[src/rtl/udp_gpio_pkg.sv]
`default_nettype none
// ============================================================================
//  Module      : udp_gpio_pkg
//  Description : Shared types and constants for the UDP payload GPIO bank:
//                parser state encoding, header field positions, mode codes.
//  Revision    : 1.0 - initial release
// ============================================================================
package udp_gpio_pkg;

    // Parser states; explicit 2-bit encoding
    typedef enum logic [1:0] {
        ST_HDR  = 2'd0,
        ST_DATA = 2'd1,
        ST_DROP = 2'd2,
        ST_ERR  = 2'd3
    } state_t;

    // Header byte layout: bit 7 selects the mode, bits 6..0 the channel
    localparam int MODE_BIT = 7;
    localparam int CH_MSB   = 6;

    localparam logic c_mode_write  = 1'b0;
    localparam logic c_mode_toggle = 1'b1;

    // Number of payload bytes needed to carry one channel value
    function automatic int bytes_for(input int width);
        return (width + 7) / 8;
    endfunction

endpackage
`default_nettype wire

[src/rtl/sat_counter.sv]
`default_nettype none
// ============================================================================
//  Module      : sat_counter
//  Description : Up-counter that sticks at all-ones instead of wrapping.
//  Revision    : 1.0 - initial release
// ============================================================================
module sat_counter #(
    parameter int WIDTH = 16
) (
    input  logic             clk,
    input  logic             rst_n,
    input  logic             i_inc,
    output logic [WIDTH-1:0] o_count
);

    logic [WIDTH-1:0] r_count;

    // Count increment requests, holding at the maximum value
    always_ff @(posedge clk) begin
        if (!rst_n) begin
            r_count <= '0;
        end else if (i_inc && (r_count != '1)) begin
            r_count <= r_count + WIDTH'(1);
        end
    end

    assign o_count = r_count;

endmodule
`default_nettype wire

[src/rtl/udp_payload_gpio_bank.sv]
`default_nettype none
// ============================================================================
//  Module      : udp_payload_gpio_bank
//  Description : Parses command frames from the UDP payload byte stream and
//                writes or XOR-toggles NUM_CH output channel registers.
//                Frame = header byte (mode, channel) + ceil(CH_WIDTH/8) data
//                bytes, MSB first. Keeps committed/rejected frame counters.
//  Revision    : 1.0 - initial release
// ============================================================================
module udp_payload_gpio_bank
    import udp_gpio_pkg::*;
#(
    parameter int                  NUM_CH      = 4,
    parameter int                  CH_WIDTH    = 8,
    parameter logic [CH_WIDTH-1:0] RESET_VALUE = '0,
    parameter int                  CNT_WIDTH   = 16
) (
    input  logic                         clk,
    input  logic                         rst_n,
    input  logic [7:0]                   s_axis_tdata,
    input  logic                         s_axis_tvalid,
    output logic                         s_axis_tready,
    input  logic                         s_axis_tlast,
    input  logic                         s_axis_tuser,
    output logic [NUM_CH*CH_WIDTH-1:0]   gpio_o,
    output logic                         commit_o,
    output logic [6:0]                   commit_ch_o,
    output logic [CNT_WIDTH-1:0]         frame_cnt_o,
    output logic [CNT_WIDTH-1:0]         err_cnt_o
);

    localparam int c_bytes   = bytes_for(CH_WIDTH);
    localparam int c_stage_w = c_bytes * 8;

    state_t                      r_state;
    state_t                      w_state_next;
    logic                        r_tready;
    logic                        r_mode;
    logic [6:0]                  r_ch;
    logic [2:0]                  r_cnt;
    logic [c_stage_w-1:0]        r_stage;
    logic [NUM_CH*CH_WIDTH-1:0]  r_gpio;
    logic                        r_commit;
    logic [6:0]                  r_commit_ch;

    logic                        w_beat;
    logic                        w_hdr_bad;
    logic                        w_hdr_take;
    logic                        w_commit;
    logic                        w_last_byte;
    logic [2:0]                  w_cnt_inc;
    logic [c_stage_w-1:0]        w_stage_shift;
    logic                        w_unused_bits;

    assign w_beat      = s_axis_tvalid & r_tready;
    assign w_hdr_bad   = ({25'd0, s_axis_tdata[CH_MSB:0]} >= NUM_CH);
    assign w_cnt_inc   = r_cnt + 3'd1;
    assign w_last_byte = (w_cnt_inc == 3'(c_bytes));

    // Staging shift: new byte enters at the bottom, older bytes move up
    if (c_stage_w > 8) begin : g_stage_multi
        assign w_stage_shift = {r_stage[c_stage_w-9:0], s_axis_tdata};
    end else begin : g_stage_single
        assign w_stage_shift = s_axis_tdata;
    end

    // Bits that exist only for some parameterisations (upper staging bits)
    assign w_unused_bits = ^{r_stage, w_stage_shift};

    // Ready is low in reset and high from the first cycle after it
    always_ff @(posedge clk) begin
        if (!rst_n) begin
            r_tready <= 1'b0;
        end else begin
            r_tready <= 1'b1;
        end
    end

    // Parser state register
    always_ff @(posedge clk) begin
        if (!rst_n) begin
            r_state <= ST_HDR;
        end else begin
            r_state <= w_state_next;
        end
    end

    // Next-state and commit decode; ERR also parses a beat as a new header
    always_comb begin
        w_state_next = r_state;
        w_commit     = 1'b0;
        w_hdr_take   = 1'b0;
        case (r_state)
            ST_HDR, ST_ERR: begin
                if (r_state == ST_ERR) begin
                    w_state_next = ST_HDR;
                end
                if (w_beat) begin
                    w_hdr_take = 1'b1;
                    if (w_hdr_bad) begin
                        w_state_next = s_axis_tlast ? ST_ERR : ST_DROP;
                    end else if (s_axis_tlast) begin
                        w_state_next = ST_ERR;
                    end else begin
                        w_state_next = ST_DATA;
                    end
                end
            end
            ST_DATA: begin
                if (w_beat) begin
                    if (w_last_byte) begin
                        if (!s_axis_tlast) begin
                            w_state_next = ST_DROP;
                        end else if (s_axis_tuser) begin
                            w_state_next = ST_ERR;
                        end else begin
                            w_commit     = 1'b1;
                            w_state_next = ST_HDR;
                        end
                    end else if (s_axis_tlast) begin
                        w_state_next = ST_ERR;
                    end
                end
            end
            ST_DROP: begin
                if (w_beat && s_axis_tlast) begin
                    w_state_next = ST_ERR;
                end
            end
            default: w_state_next = ST_HDR;
        endcase
    end

    // Header latch and data byte staging
    always_ff @(posedge clk) begin
        if (!rst_n) begin
            r_mode  <= c_mode_write;
            r_ch    <= '0;
            r_cnt   <= '0;
            r_stage <= '0;
        end else if (w_hdr_take) begin
            r_mode  <= s_axis_tdata[MODE_BIT];
            r_ch    <= s_axis_tdata[CH_MSB:0];
            r_cnt   <= '0;
            r_stage <= '0;
        end else if ((r_state == ST_DATA) && w_beat) begin
            r_cnt   <= w_cnt_inc;
            r_stage <= w_stage_shift;
        end
    end

    // Channel update on commit; only the addressed channel changes
    always_ff @(posedge clk) begin
        if (!rst_n) begin
            for (int k = 0; k < NUM_CH; k++) begin
                r_gpio[k*CH_WIDTH +: CH_WIDTH] <= RESET_VALUE;
            end
        end else if (w_commit) begin
            for (int k = 0; k < NUM_CH; k++) begin
                if (r_ch == 7'(k)) begin
                    if (r_mode == c_mode_toggle) begin
                        r_gpio[k*CH_WIDTH +: CH_WIDTH] <=
                            r_gpio[k*CH_WIDTH +: CH_WIDTH] ^ w_stage_shift[CH_WIDTH-1:0];
                    end else begin
                        r_gpio[k*CH_WIDTH +: CH_WIDTH] <= w_stage_shift[CH_WIDTH-1:0];
                    end
                end
            end
        end
    end

    // Commit strobe and last-committed channel index
    always_ff @(posedge clk) begin
        if (!rst_n) begin
            r_commit    <= 1'b0;
            r_commit_ch <= '0;
        end else begin
            r_commit <= w_commit;
            if (w_commit) begin
                r_commit_ch <= r_ch;
            end
        end
    end

    sat_counter #(
        .WIDTH (CNT_WIDTH)
    ) u_frame_cnt (
        .clk     (clk),
        .rst_n   (rst_n),
        .i_inc   (w_commit),
        .o_count (frame_cnt_o)
    );

    sat_counter #(
        .WIDTH (CNT_WIDTH)
    ) u_err_cnt (
        .clk     (clk),
        .rst_n   (rst_n),
        .i_inc   (r_state == ST_ERR),
        .o_count (err_cnt_o)
    );

    assign s_axis_tready = r_tready;
    assign gpio_o        = r_gpio;
    assign commit_o      = r_commit;
    assign commit_ch_o   = r_commit_ch;

endmodule
`default_nettype wire

[config.mk]
export PLATFORM = sky130hd
export DESIGN_NAME = udp_payload_gpio_bank
export DESIGN_NICKNAME = d
export VERILOG_FILES = /design/src/rtl/udp_gpio_pkg.sv /design/src/rtl/sat_counter.sv /design/src/rtl/udp_payload_gpio_bank.sv
export SDC_FILE = /design/constraint.sdc
export NUM_CORES = 1
export LEC_CHECK = 0
export BUFFER_PORTS_ARGS = -buffer_cell sky130_fd_sc_hd__buf_2
export CORE_MARGIN = 1
export CORE_UTILIZATION = 50
export CTS_CLUSTER_SIZE = 24
export DETAILED_ROUTE_END_ITERATION = 6
export MAX_ROUTING_LAYER = met4
export PLACE_DENSITY = 0.85
export SETUP_SLACK_MARGIN = 0.1
export SYNTH_ARGS = -nofsm -noshare
export SYNTH_HDL_FRONTEND = slang
export SYNTH_SLANG_ARGS = --single-unit
[constraint.sdc]
create_clock -name clk -period 3.2 [get_ports clk]
set_input_delay 0.32 -clock clk [delete_from_list [all_inputs] [get_ports clk]]
set_output_delay 0.32 -clock clk [all_outputs]
set_load 0.05 [all_outputs]
==> results.yml <==
timing:
  hold_viol_final: 0
  tightest_slew_ns: 0.928
  setup_tns_ns: 0
  fin_ws_ns: 0.775
  slew_viol_final: 0
  finalHoldWorstSlack_ns: 0.213
  fin_worst_skew_ns: 0.0151
  fin_crit_ns: 2.42
  post-route-period-util_pct: 75.8
  finalSetupViolations: 0
  rsz0062_at_grt: "false"
  slew_headroom_pct: 38.1
  clock.fmax_mhz: 412
global_route:
  antenna_found_initial: 0
  grt_pass1_vias: 3707
  overflow: 0
  grt_max_degree: 48
  grt_pass1_wl_um: 16900
  grtUsageTotal_pct: 24.1
clock_network:
  cts_tree: "yes"
  htreeDepth: 3
  cts-root-buf: "clkbuf_8"
  path_clk_slew_ns: 0.08
  ctsResizeCount: 0
  cts_hold_buffers: 0
  cts.sinks: 86
  max-clock-path-buffers: 2
  cts_setup_buffers: 0
  numCtsBuffers: 9
  clkLatencyLatePin_ns: 0.35
setup_path:
  cp-start-kind: "flip-flop"
  rr_endpoint: "gpio_o[22]"
  worstPathCellList: "ha_1, and3_1, nand3_4, nor4_4, nand3b_1, a31oi_1"
  crit_required_ns: 3.47
  crit_fanout: 26
  r2r-start: "r_state[0]"
  slowest_delay_ns: 0.69
  rr_worst_depth: 6
  end_kind: "flip-flop"
  crit_arrival_ns: 2.69
  r2r_setup_slack_ns: 0.78
  cp_slowest_cell: "nor4_4"
  crit_type: "flip-flop to flip-flop"
layout:
  area.growth.synth_to_final_pct: 15.3
  nets: 597
  regArea_um2: 1720
  n_antenna_cell: 0
  final_area_um2: 4980
  n_fill_cell: 728
  multi_input_area_um2: 2410
  final_cells: 687
  postLayoutCoreUtil_pct: 60.0
  drive_gt1_share_pct: 21.6
synthesis:
  syn_avg_cell_area_um2: 8.51
  ys_seq_elements: 86
  synth_top_area_share_pct: 39.9
  synth-main-ff-cell: "dfxtp_1"
  synth_area_leaders: "dfxtp_1, nand3b_1, a31oi_1, nand2_1, o21ai_0"
  ys_seq_area_share_pct: 39.9
  yosysMostFrequentCell: "dfxtp_1"
  ys_warn_count: 0
  async_flop_share_pct: 0
  synth.distinct_cells: 54
  synth.cell_area_um2: 4320
  synth_cells: 507
  synth-edff-count: 0
  synth_fp_nets: 527
  synth_top_area_cell: "dfxtp_1"
  ys_top_cells_by_count: "dfxtp_1, nand2_1, nand3b_1, a31oi_1, nor2_1"
placed_design:
  pre_cts_slack_ns: 0.800
  port_buffers: 85
  globalplace.congestion: 0.859
  placed_area_um2: 4760
  place_hpwl_um: 7220
  dp_cells: 671
detailed_routing:
  wl_per_cell_um: 15.2
  wl_um: 10400
  drc: 0
  via_per_inst: 5.98
  vias: 4109
  dr.pass1.iters: 5
  drt_iter0_markers: 289
  ant_nets: 0
pwr:
  vdd_drop_max_mv: 0.283
  p_leak_nw: 1.81
  power_density_nw_per_um2: 461
  totalPowerFinal_mw: 2.29
hold_path:
  holdPathEnd: "s_axis_tready"
  hp-start: "rst_n"
  holdPathStages: 1
  hold_path.class: "input port to flip-flop"
outcome:
  outcome: "finished clean"
run:
  drv_cap: 0
die:
  fp-row-count: 33
  die_area_um2: 9010
  core_um2: 8300
  die_w_um: 94.9
  die_h_um: 94.9
  start_util_pct: 52.0
  io_pins: 86
-- state kept, by name, indices dropped and copies added, names as in the netlist --
register and count:
gpio_o 32, u_err_cnt.o_count 16, u_frame_cnt.o_count 16, commit_ch_o 7, r_ch 7, r_cnt 3, r_state 2, commit_o 1
r_mode 1, s_axis_tready 1
-- cell usage in the layout (no fill, tap or decap), drive strengths merged, types with 2 or more instances in the layout --
cell type and n:
nor2 34, nand2b 4, nor3 15, clkbuf 12
ha 7, and4 4, dfxtp 86, nor2b 11
nand4 8, a211oi 3, buf 88, a21oi 23
or4 4, clkinvlp 2, nand3b 50, nand2 60
xnor2 16, o211ai 2, nand3 16, xor2 7
a31oi 35, nor4 10, and3 5, mux2i 2
nand4b 10, o21ai 41, inv 11, or3 4
-- cell families after synthesis --
family / synth area share [%]
flops: 39.9
compound gates: 14.8
buf+inv: 4.15
simple gates: 33.8
mux: 0.464
xor+xnor: 4.84
fa+ha+maj: 2.03
-- cell type report --
cell class                 count  area share, %
multi-input combinational    381           48.5
sequential                    86           34.6
timing repair buffer          88           9.00
clock buffer                  12           3.32
tap                          105           2.64
clock inverter                 4           1.08
inverter                      11          0.830
-- report_power, final --
group	switching (mW)	internal, mW	total [mW]	leakage [nW]
Sequential	0.0415	1.10	1.14	0.694
Combinational	0.226	0.119	0.344	1.01
Clock	0.384	0.426	0.810	0.105
-- critical path, delay by kind of cell, from the launching register on --
| family | cells | cell delay (ns) |
|---|---|---|
| AOI/OAI and AO/OA | 1 | 0.21 |
| and+or+nand+nor | 4 | 1.50 |
| DFF | 1 | 0.39 |
| adders and majority gates | 1 | 0.25 |
-- worst max-delay path by stage --
stage	slack, ns	cells after the start	startpoint	to
2_1_floorplan	0.99	7	u_err_cnt.o_count[0]	u_err_cnt.o_count[4]
3_3_place_gp	0.91	6	r_state[0]	gpio_o[26]
3_5_place_dp	0.80	6	r_state[0]	gpio_o[22]
4_1_cts	0.79	6	r_state[0]	gpio_o[22]
5_1_grt	0.55	6	r_state[0]	gpio_o[22]
6_report	0.78	6	r_state[0]	gpio_o[22]
-- metal layers --
layer / wire length, um / part of all wire, % / track usage, % / vias to the layer above
met1: 4480 / 43 / 29.6 / 1923
met5: 0 / 0 / - / -
met2: 4910 / 47 / 37.8 / 184
met4: 231 / 2.2 / 11.2 / 0
li1: - / - / - / 1975
met3: 800 / 7.7 / 5.07 / 27
Note: power is estimated with default switching activity, not from simulation.
